<file path="config.mk">
export PLATFORM = sky130hd
export DESIGN_NAME = nor_logic_unit
export DESIGN_NICKNAME = d
export VERILOG_FILES = /design/src/rtl/nor_logic_unit.sv
export SDC_FILE = /design/constraint.sdc
export NUM_CORES = 1
export LEC_CHECK = 0
export CORE_AREA = 2 2 39 41
export DETAILED_ROUTE_END_ITERATION = 16
export DIE_AREA = 0 0 41 43
export PLACE_DENSITY_LB_ADDON = 0.12
export SETUP_SLACK_MARGIN = 0.1
export SYNTH_ARGS = -nofsm -noshare
export SYNTH_HDL_FRONTEND = slang
export SYNTH_SLANG_ARGS = --single-unit
</file>
<file path="constraint.sdc">
create_clock -name clk -period 0.86 [get_ports clk]
set_input_delay 0.086 -clock clk [delete_from_list [all_inputs] [get_ports clk]]
set_output_delay 0.086 -clock clk [all_outputs]
set_load 0.05 [all_outputs]
</file>
<file path="src/rtl/nor_logic_unit.sv">
// Registered bitwise logic unit realised purely from 2-input NOR primitives, one lane per bit.
// Define NOR_LOGIC_EXT_OPS_EN to add NAND (op 4) and NOR (op 5); otherwise ops 4..7 flag op_err.
module nor_logic_unit #(
  parameter int unsigned WIDTH = 1
) (
  input  logic             clk,
  input  logic             rst_n,
  input  logic             valid_in,
  input  logic [2:0]       op,
  input  logic [WIDTH-1:0] a1,
  input  logic [WIDTH-1:0] a2,
  output logic [WIDTH-1:0] b,
  output logic             valid_out,
  output logic             op_err
);

  typedef enum logic [2:0] {
    OP_AND  = 3'd0,
    OP_OR   = 3'd1,
    OP_NOT  = 3'd2,
    OP_XOR  = 3'd3,
    OP_NAND = 3'd4,
    OP_NOR  = 3'd5,
    OP_RSV6 = 3'd6,
    OP_RSV7 = 3'd7
  } op_e;

  logic [WIDTH-1:0] n1, n2, w1, w2, w3, w4;
  logic [WIDTH-1:0] and_y, or_y, xor_y;
`ifdef NOR_LOGIC_EXT_OPS_EN
  logic [WIDTH-1:0] nand_y;
`endif

  logic [WIDTH-1:0] b_q, b_d;
  logic             valid_q, valid_d;
  logic             err_q, err_d;

  // n1 doubles as the NOT result and w1 as the NOR result, so those ops need no extra cells
  for (genvar i = 0; i < WIDTH; i++) begin : g_lane
    nor u_n1  (n1[i],    a1[i],    a1[i]);
    nor u_n2  (n2[i],    a2[i],    a2[i]);
    nor u_and (and_y[i], n1[i],    n2[i]);
    nor u_w1  (w1[i],    a1[i],    a2[i]);
    nor u_or  (or_y[i],  w1[i],    w1[i]);
    nor u_w2  (w2[i],    a1[i],    w1[i]);
    nor u_w3  (w3[i],    a2[i],    w1[i]);
    nor u_w4  (w4[i],    w2[i],    w3[i]);
    nor u_xor (xor_y[i], w4[i],    w4[i]);
`ifdef NOR_LOGIC_EXT_OPS_EN
    nor u_nand (nand_y[i], and_y[i], and_y[i]);
`endif
  end

  always_comb begin
    b_d     = b_q;
    valid_d = 1'b0;
    err_d   = 1'b0;
    if (valid_in) begin
      valid_d = 1'b1;
      case (op_e'(op))
        OP_AND:  b_d = and_y;
        OP_OR:   b_d = or_y;
        OP_NOT:  b_d = n1;
        OP_XOR:  b_d = xor_y;
`ifdef NOR_LOGIC_EXT_OPS_EN
        OP_NAND: b_d = nand_y;
        OP_NOR:  b_d = w1;
`endif
        default: begin
          b_d   = '0;
          err_d = 1'b1;
        end
      endcase
    end
  end

  always_ff @(posedge clk or negedge rst_n) begin
    if (!rst_n) begin
      b_q     <= '0;
      valid_q <= 1'b0;
      err_q   <= 1'b0;
    end else begin
      b_q     <= b_d;
      valid_q <= valid_d;
      err_q   <= err_d;
    end
  end

  assign b         = b_q;
  assign valid_out = valid_q;
  assign op_err    = err_q;

endmodule

</file>
==> run summary, run 1 <==
Vias in the first global route -> 149
CTS Buffer Depth -> 2
Share of power burned in combinational logic -> 30.6%
Die height -> 43 um
Die Width -> 41 um
Seq/Total Area, Yosys -> 47.24%
Power Density -> 1465 nW/um^2
Cells after DPL -> 40
Total power -> 0.0005721 W
Clock Skew -> 0 ps
CTS tree -> built
Initial core utilization -> 11.48%
Yosys warning count -> 0
Clk_lat worst skew -> 230 ps
Switching Fraction -> 25.14%
Leading post-synthesis cells by cell area -> dfrtp_1 47%, ha_1 16%, mux4_2 14%, inv_1 9.4%, a31o_1 5.5%
CTS buffer count -> 3
CP Data Required Time -> 970 ps
GPL Wtd Cong -> 0.6069
Layout area overhead -> 145.7%
Worst-Margin Slew -> 136.3 ps
Post-CTS Setup Inserts -> 0
Tcrit/Tclk final -> 109.8%
WL per Instance -> 7.864 um
Count of final setup violators -> 2
Fin util -> 28.21%
Vias -> 147
Final std cells w/o fill -> 44
Cts hold-fix bufs -> 0
WS Path Type -> in -> reg
Share of layout cells above drive strength 1 -> 46.43%
H-tree levels -> 1
#FFs+latches synth -> 3
Worst hold margin -> 40.43 ps
Post-layout min period -> 944.3 ps
Met2 WL post-DR -> 170 um
Via density per instance -> 3.341
Initial DRC count -> 0
Mapped Nets -> 23
Total GRT Usage -> 5.231%
Critical-path maximum fanout -> 2
First-pass GRT wire length -> 565 um
Mapped cell area -> 158.9 um^2
Buf/Inv on CP -> 2
Final max-slew violation count -> 0
Met1 WL -> 137 um
P_leak -> 0.1729 nW
Worst path max stage delay -> 460 ps
Slowest cell on crit path -> mux4_2
NetSw -> 0.0001438 W
Initial antenna violation count -> 0
Clk sinks -> 3
Endpoints failing hold -> 0
Top Ports -> 11
Critical path's top delay family -> multiplexers
Outcome -> complete, but fails checks
DPL Wire Length -> 302.4 um
Clock Power Share -> 41.7%
Nets -> 39
Final wirelength -> 346 um
Port Buffer Count -> 10
Worst hold path class -> in -> async
Met3 Wirelength -> 38 um
Top sig layer -> met3
RSZ-0062 raised after global routing -> true
Total grt overflow -> 0
Critical Path End Type -> flop
Maximum VDD drop -> 0.4400 mV
Pre-CTS WS -> -937.9 ps
Seq pwr share -> 27.7%
Remaining antenna violation count -> 0
Die area -> 1763 um^2
FMAX -> 1059 MHz
Critical Path, Cell by Cell -> buf_12 > inv_12 > ha_4 > mux4_2 > a31o_1
Worst slew margin -> 90.89%
Root Buffer -> clkbuf_4
Total core area -> 1384 um^2
Max-capacitance violation count -> 0
Final worst slack -> -84.26 ps
Cell row count -> 14
Failing checks -> setup timing
Setup crit start kind -> input pin
Pint -> 0.0004282 W
Arrival @ worst endpoint -> 1060 ps
Layout fillers -> 145
Synth cell types -> 7
Drt pass-1 iters -> 1
Residual DRC -> 0
Largest area contributor in the netlist -> dfrtp_1
Largest net degree at the start of global routing -> 5
Avg Cell Area, Syn -> 12.22 um^2
Ant. Diodes -> 0
Top-area cell type share of the netlist area -> 47.24%
Clk slew on worst S/H paths -> 40 ps
Cell count after synthesis -> 13
-- logic make-up after synthesis --
family,count (synthesis),share of synthesized area (%)
buf+inv,4,9.446
flops,3,47.24
fa+ha+maj,2,15.75
simple gates,2,7.879
compound gates,1,5.513
mux,1,14.17
-- cells in the mapped netlist, drive strengths merged --
library cell and instances:
a31o 1, mux4 1, ha 2, inv 4, nor2b 1, and2 1
dfrtp 3
-- worst paths after layout --
kind                       startpoint  cells past startpoint  slack (ps)  endpoint
setup / recovery                   a2                      5         -80         b
hold / removal                  rst_n                      1          40         b
setup reg to reg                    b                      2          70         b
hold reg to reg                     b                      2         620         b
max in group asynchronous       rst_n                      1         680    op_err
min in group clk                   a1                      4         380         b
-- state kept, by name, summed over array words and instances (netlist names) --
| signal | cells |
|---|---|
| b | 1 |
| op_err | 1 |
| valid_out | 1 |
-- metal layers --
layer	global-route usage (%)	up-vias
met2	6.250	11
met1	5.502	65
met3	3.141	0
met4	6.000	0
li1	-	71
met5	0	-
-- power groups by stage --
stage | Clock [W] | Sequential (W) | Combinational, W
finish | 0.000239 | 0.000159 | 0.000175
global route | 0.000269 | 0.000159 | 0.000185
CTS | 0.000252 | 0.000159 | 0.000175
detailed placement | 0 | 0.000160 | 0.000167
global placement | 0 | 0.000160 | 0.000165
floorplan | 0 | 0.000192 | 0.0000318
-- what timing repair did --
action                                  CTS  global route
endpoints found under the setup margin    4             4
resized for setup                        17             2
pin swaps                                 1             0
-- cells in the final DEF (no fill, tap or decap), types with 2 or more instances in the layout --
cell             synthesis  final
buf_12                   0      4
clkbuf_4                 0      3
clkdlybuf4s50_1          0      4
dfrtp_1                  3      3
inv_1                    4      2
-- stage by stage --
| step | cell area [um^2] | setup TNS (ps) |
|---|---|---|
| floorplan | 186.4 | -216.4 |
| detailed placement | 344.1 | -937.9 |
| global route | 390.4 | -252.0 |
| finish | 390.4 | -166.9 |
| CTS | 384.1 | -190.0 |
| global placement | 344.1 | -921.1 |
-- final cells by class --
class / instances / area [um^2] / share of cell area (%)
Tap cell: 16 / 20.02 / 5.128
Multi-Input combinational cell: 6 / 81.33 / 20.83
Timing Repair Buffer: 11 / 155.1 / 39.74
Sequential cell: 3 / 75.07 / 19.23
Inverter: 4 / 32.53 / 8.333
Clock buffer: 4 / 26.28 / 6.731
Note: power is estimated with default switching activity, not from simulation.
==> run 2, diff against run 1 <==
- ABC_CLOCK_PERIOD_IN_PS: default -> 860
- SKIP_LAST_GASP: default -> 1
==> run 2 against run 1 <==
Net effect: the run still ends with setup timing left; clock skew did not move; sequential cell count did not move; fmax fell by 0.26%; via count fell by 1.4%; combinational power fell by 3%.
==> run summary, run 2 (same netlist as run 1, synthesis figures left out) <==
Arrival @ worst endpoint -> 1060 ps
WS Path Type -> in -> reg
Via density per instance -> 3.295
Total core area -> 1384 um^2
Worst slew margin -> 90.89%
FMAX -> 1056 MHz
Fin util -> 27.40%
Residual DRC -> 0
CTS Buffer Depth -> 2
Total grt overflow -> 0
Final worst slack -> -86.75 ps
Buf/Inv on CP -> 2
P_leak -> 0.1694 nW
Initial DRC count -> 1
NetSw -> 0.0001431 W
Layout fillers -> 144
CP Data Required Time -> 970 ps
Die area -> 1763 um^2
Final wirelength -> 349 um
Share of power burned in combinational logic -> 29.8%
Worst hold margin -> 40.47 ps
DPL Wire Length -> 302.4 um
Initial core utilization -> 11.48%
Outcome -> complete, but fails checks
Commonest non-fill, non-tap cell in the layout -> clkdlybuf4s50_1
Nets -> 39
Seq pwr share -> 28.0%
Clk slew on worst S/H paths -> 30 ps
Clk_lat worst skew -> 230 ps
Post-CTS Setup Inserts -> 0
H-tree levels -> 1
Clock Power Share -> 42.1%
Power Density -> 1493 nW/um^2
Drt pass-1 iters -> 2
Max-capacitance violation count -> 0
Maximum VDD drop -> 0.4393 mV
Critical path's top delay family -> multiplexers
GPL Wtd Cong -> 0.6069
CTS buffer count -> 3
Clock Skew -> 0 ps
Largest net degree at the start of global routing -> 5
Initial antenna violation count -> 0
Switching Fraction -> 25.27%
Post-layout min period -> 946.8 ps
Most frequent cells in the layout -> 4 x clkdlybuf4s50_1, 3 x dfrtp_1, 3 x clkbuf_4, 3 x buf_12
WL per Instance -> 7.932 um
Clk sinks -> 3
Top Ports -> 11
Count of final setup violators -> 2
Pre-CTS WS -> -937.9 ps
Critical path depth in cells -> 5
Remaining antenna violation count -> 0
Endpoints failing hold -> 0
First-pass GRT wire length -> 565 um
Vias in the first global route -> 149
RSZ-0062 raised after global routing -> true
Slowest cell on crit path -> mux4_2
Critical-path maximum fanout -> 2
Share of layout cells above drive strength 1 -> 46.43%
Failing checks -> setup timing
Worst hold path class -> in -> async
Pint -> 0.0004231 W
Dpl cell area -> 344.1 um^2
Worst path max stage delay -> 460 ps
CTS tree -> built
Port Buffer Count -> 10
Reg area -> 75.07 um^2
Vias -> 145
Critical Path, Cell by Cell -> buf_8 > inv_12 > ha_4 > mux4_2 > a31o_1
Die Width -> 41 um
Finished Cell Area -> 379.1 um^2
Critical Path End Type -> flop
Final max-slew violation count -> 0
Area of the multi-input gates -> 81.33 um^2
R2R depth -> 2
Total GRT Usage -> 5.231%
Ant. Diodes -> 0
Layout area overhead -> 138.6%
Worst-Margin Slew -> 136.3 ps
Total power -> 0.0005661 W
Die height -> 43 um
Setup crit start kind -> input pin
Tcrit/Tclk final -> 110.1%
Root Buffer -> clkbuf_4
Cell row count -> 14
[run 2: worst paths after layout]
check / startpoint / to / slack, ps
setup / recovery: a2 / b / -90
hold / removal: rst_n / b / 40
setup reg to reg: b / b / 70
hold reg to reg: b / b / 620
max in group asynchronous: rst_n / op_err / 680
min in group clk: a1 / b / 380
[run 2: power groups by stage]
stage / logic, W / clock network [W] / registers, W
final: 0.000169 / 0.000239 / 0.000159
after floorplan: 0.0000318 / 0 / 0.000192
after global routing: 0.000180 / 0.000269 / 0.000159
after global placement: 0.000165 / 0 / 0.000160
after detailed placement: 0.000167 / 0 / 0.000160
after CTS: 0.000172 / 0.000252 / 0.000159
[run 2: cell type report]
cell class              instances  share of cell area, %
repair buffers                 11                  38.61
flip-flops and latches          3                  19.80
clock buffers                   4                  6.931
well taps                      16                  5.281
multi-input cells               6                  21.45
inverters                       4                  7.921
[run 2: per-stage QoR]
step / instances / TNS [ps]
global route: 44 / -257.1
detailed placement: 40 / -937.9
floorplan: 13 / -216.4
CTS: 44 / -193.9
finish: 44 / -169.3
global placement: 40 / -921.1
[run 2: what timing repair did]
item / 4_1_cts / 5_1_grt
resized for setup: 16 / 0
endpoints found under the hold margin: 0 / 0
pin swaps: 1 / 0
hold buffers: 0 / 0
endpoints found under the setup margin: 4 / 4
[run 2: routing by layer]
metal	GRT usage [%]	share of wire, %
met1	5.502	42
met2	6.250	48
met3	3.141	9.7
met4	6.000	0
met5	0	0
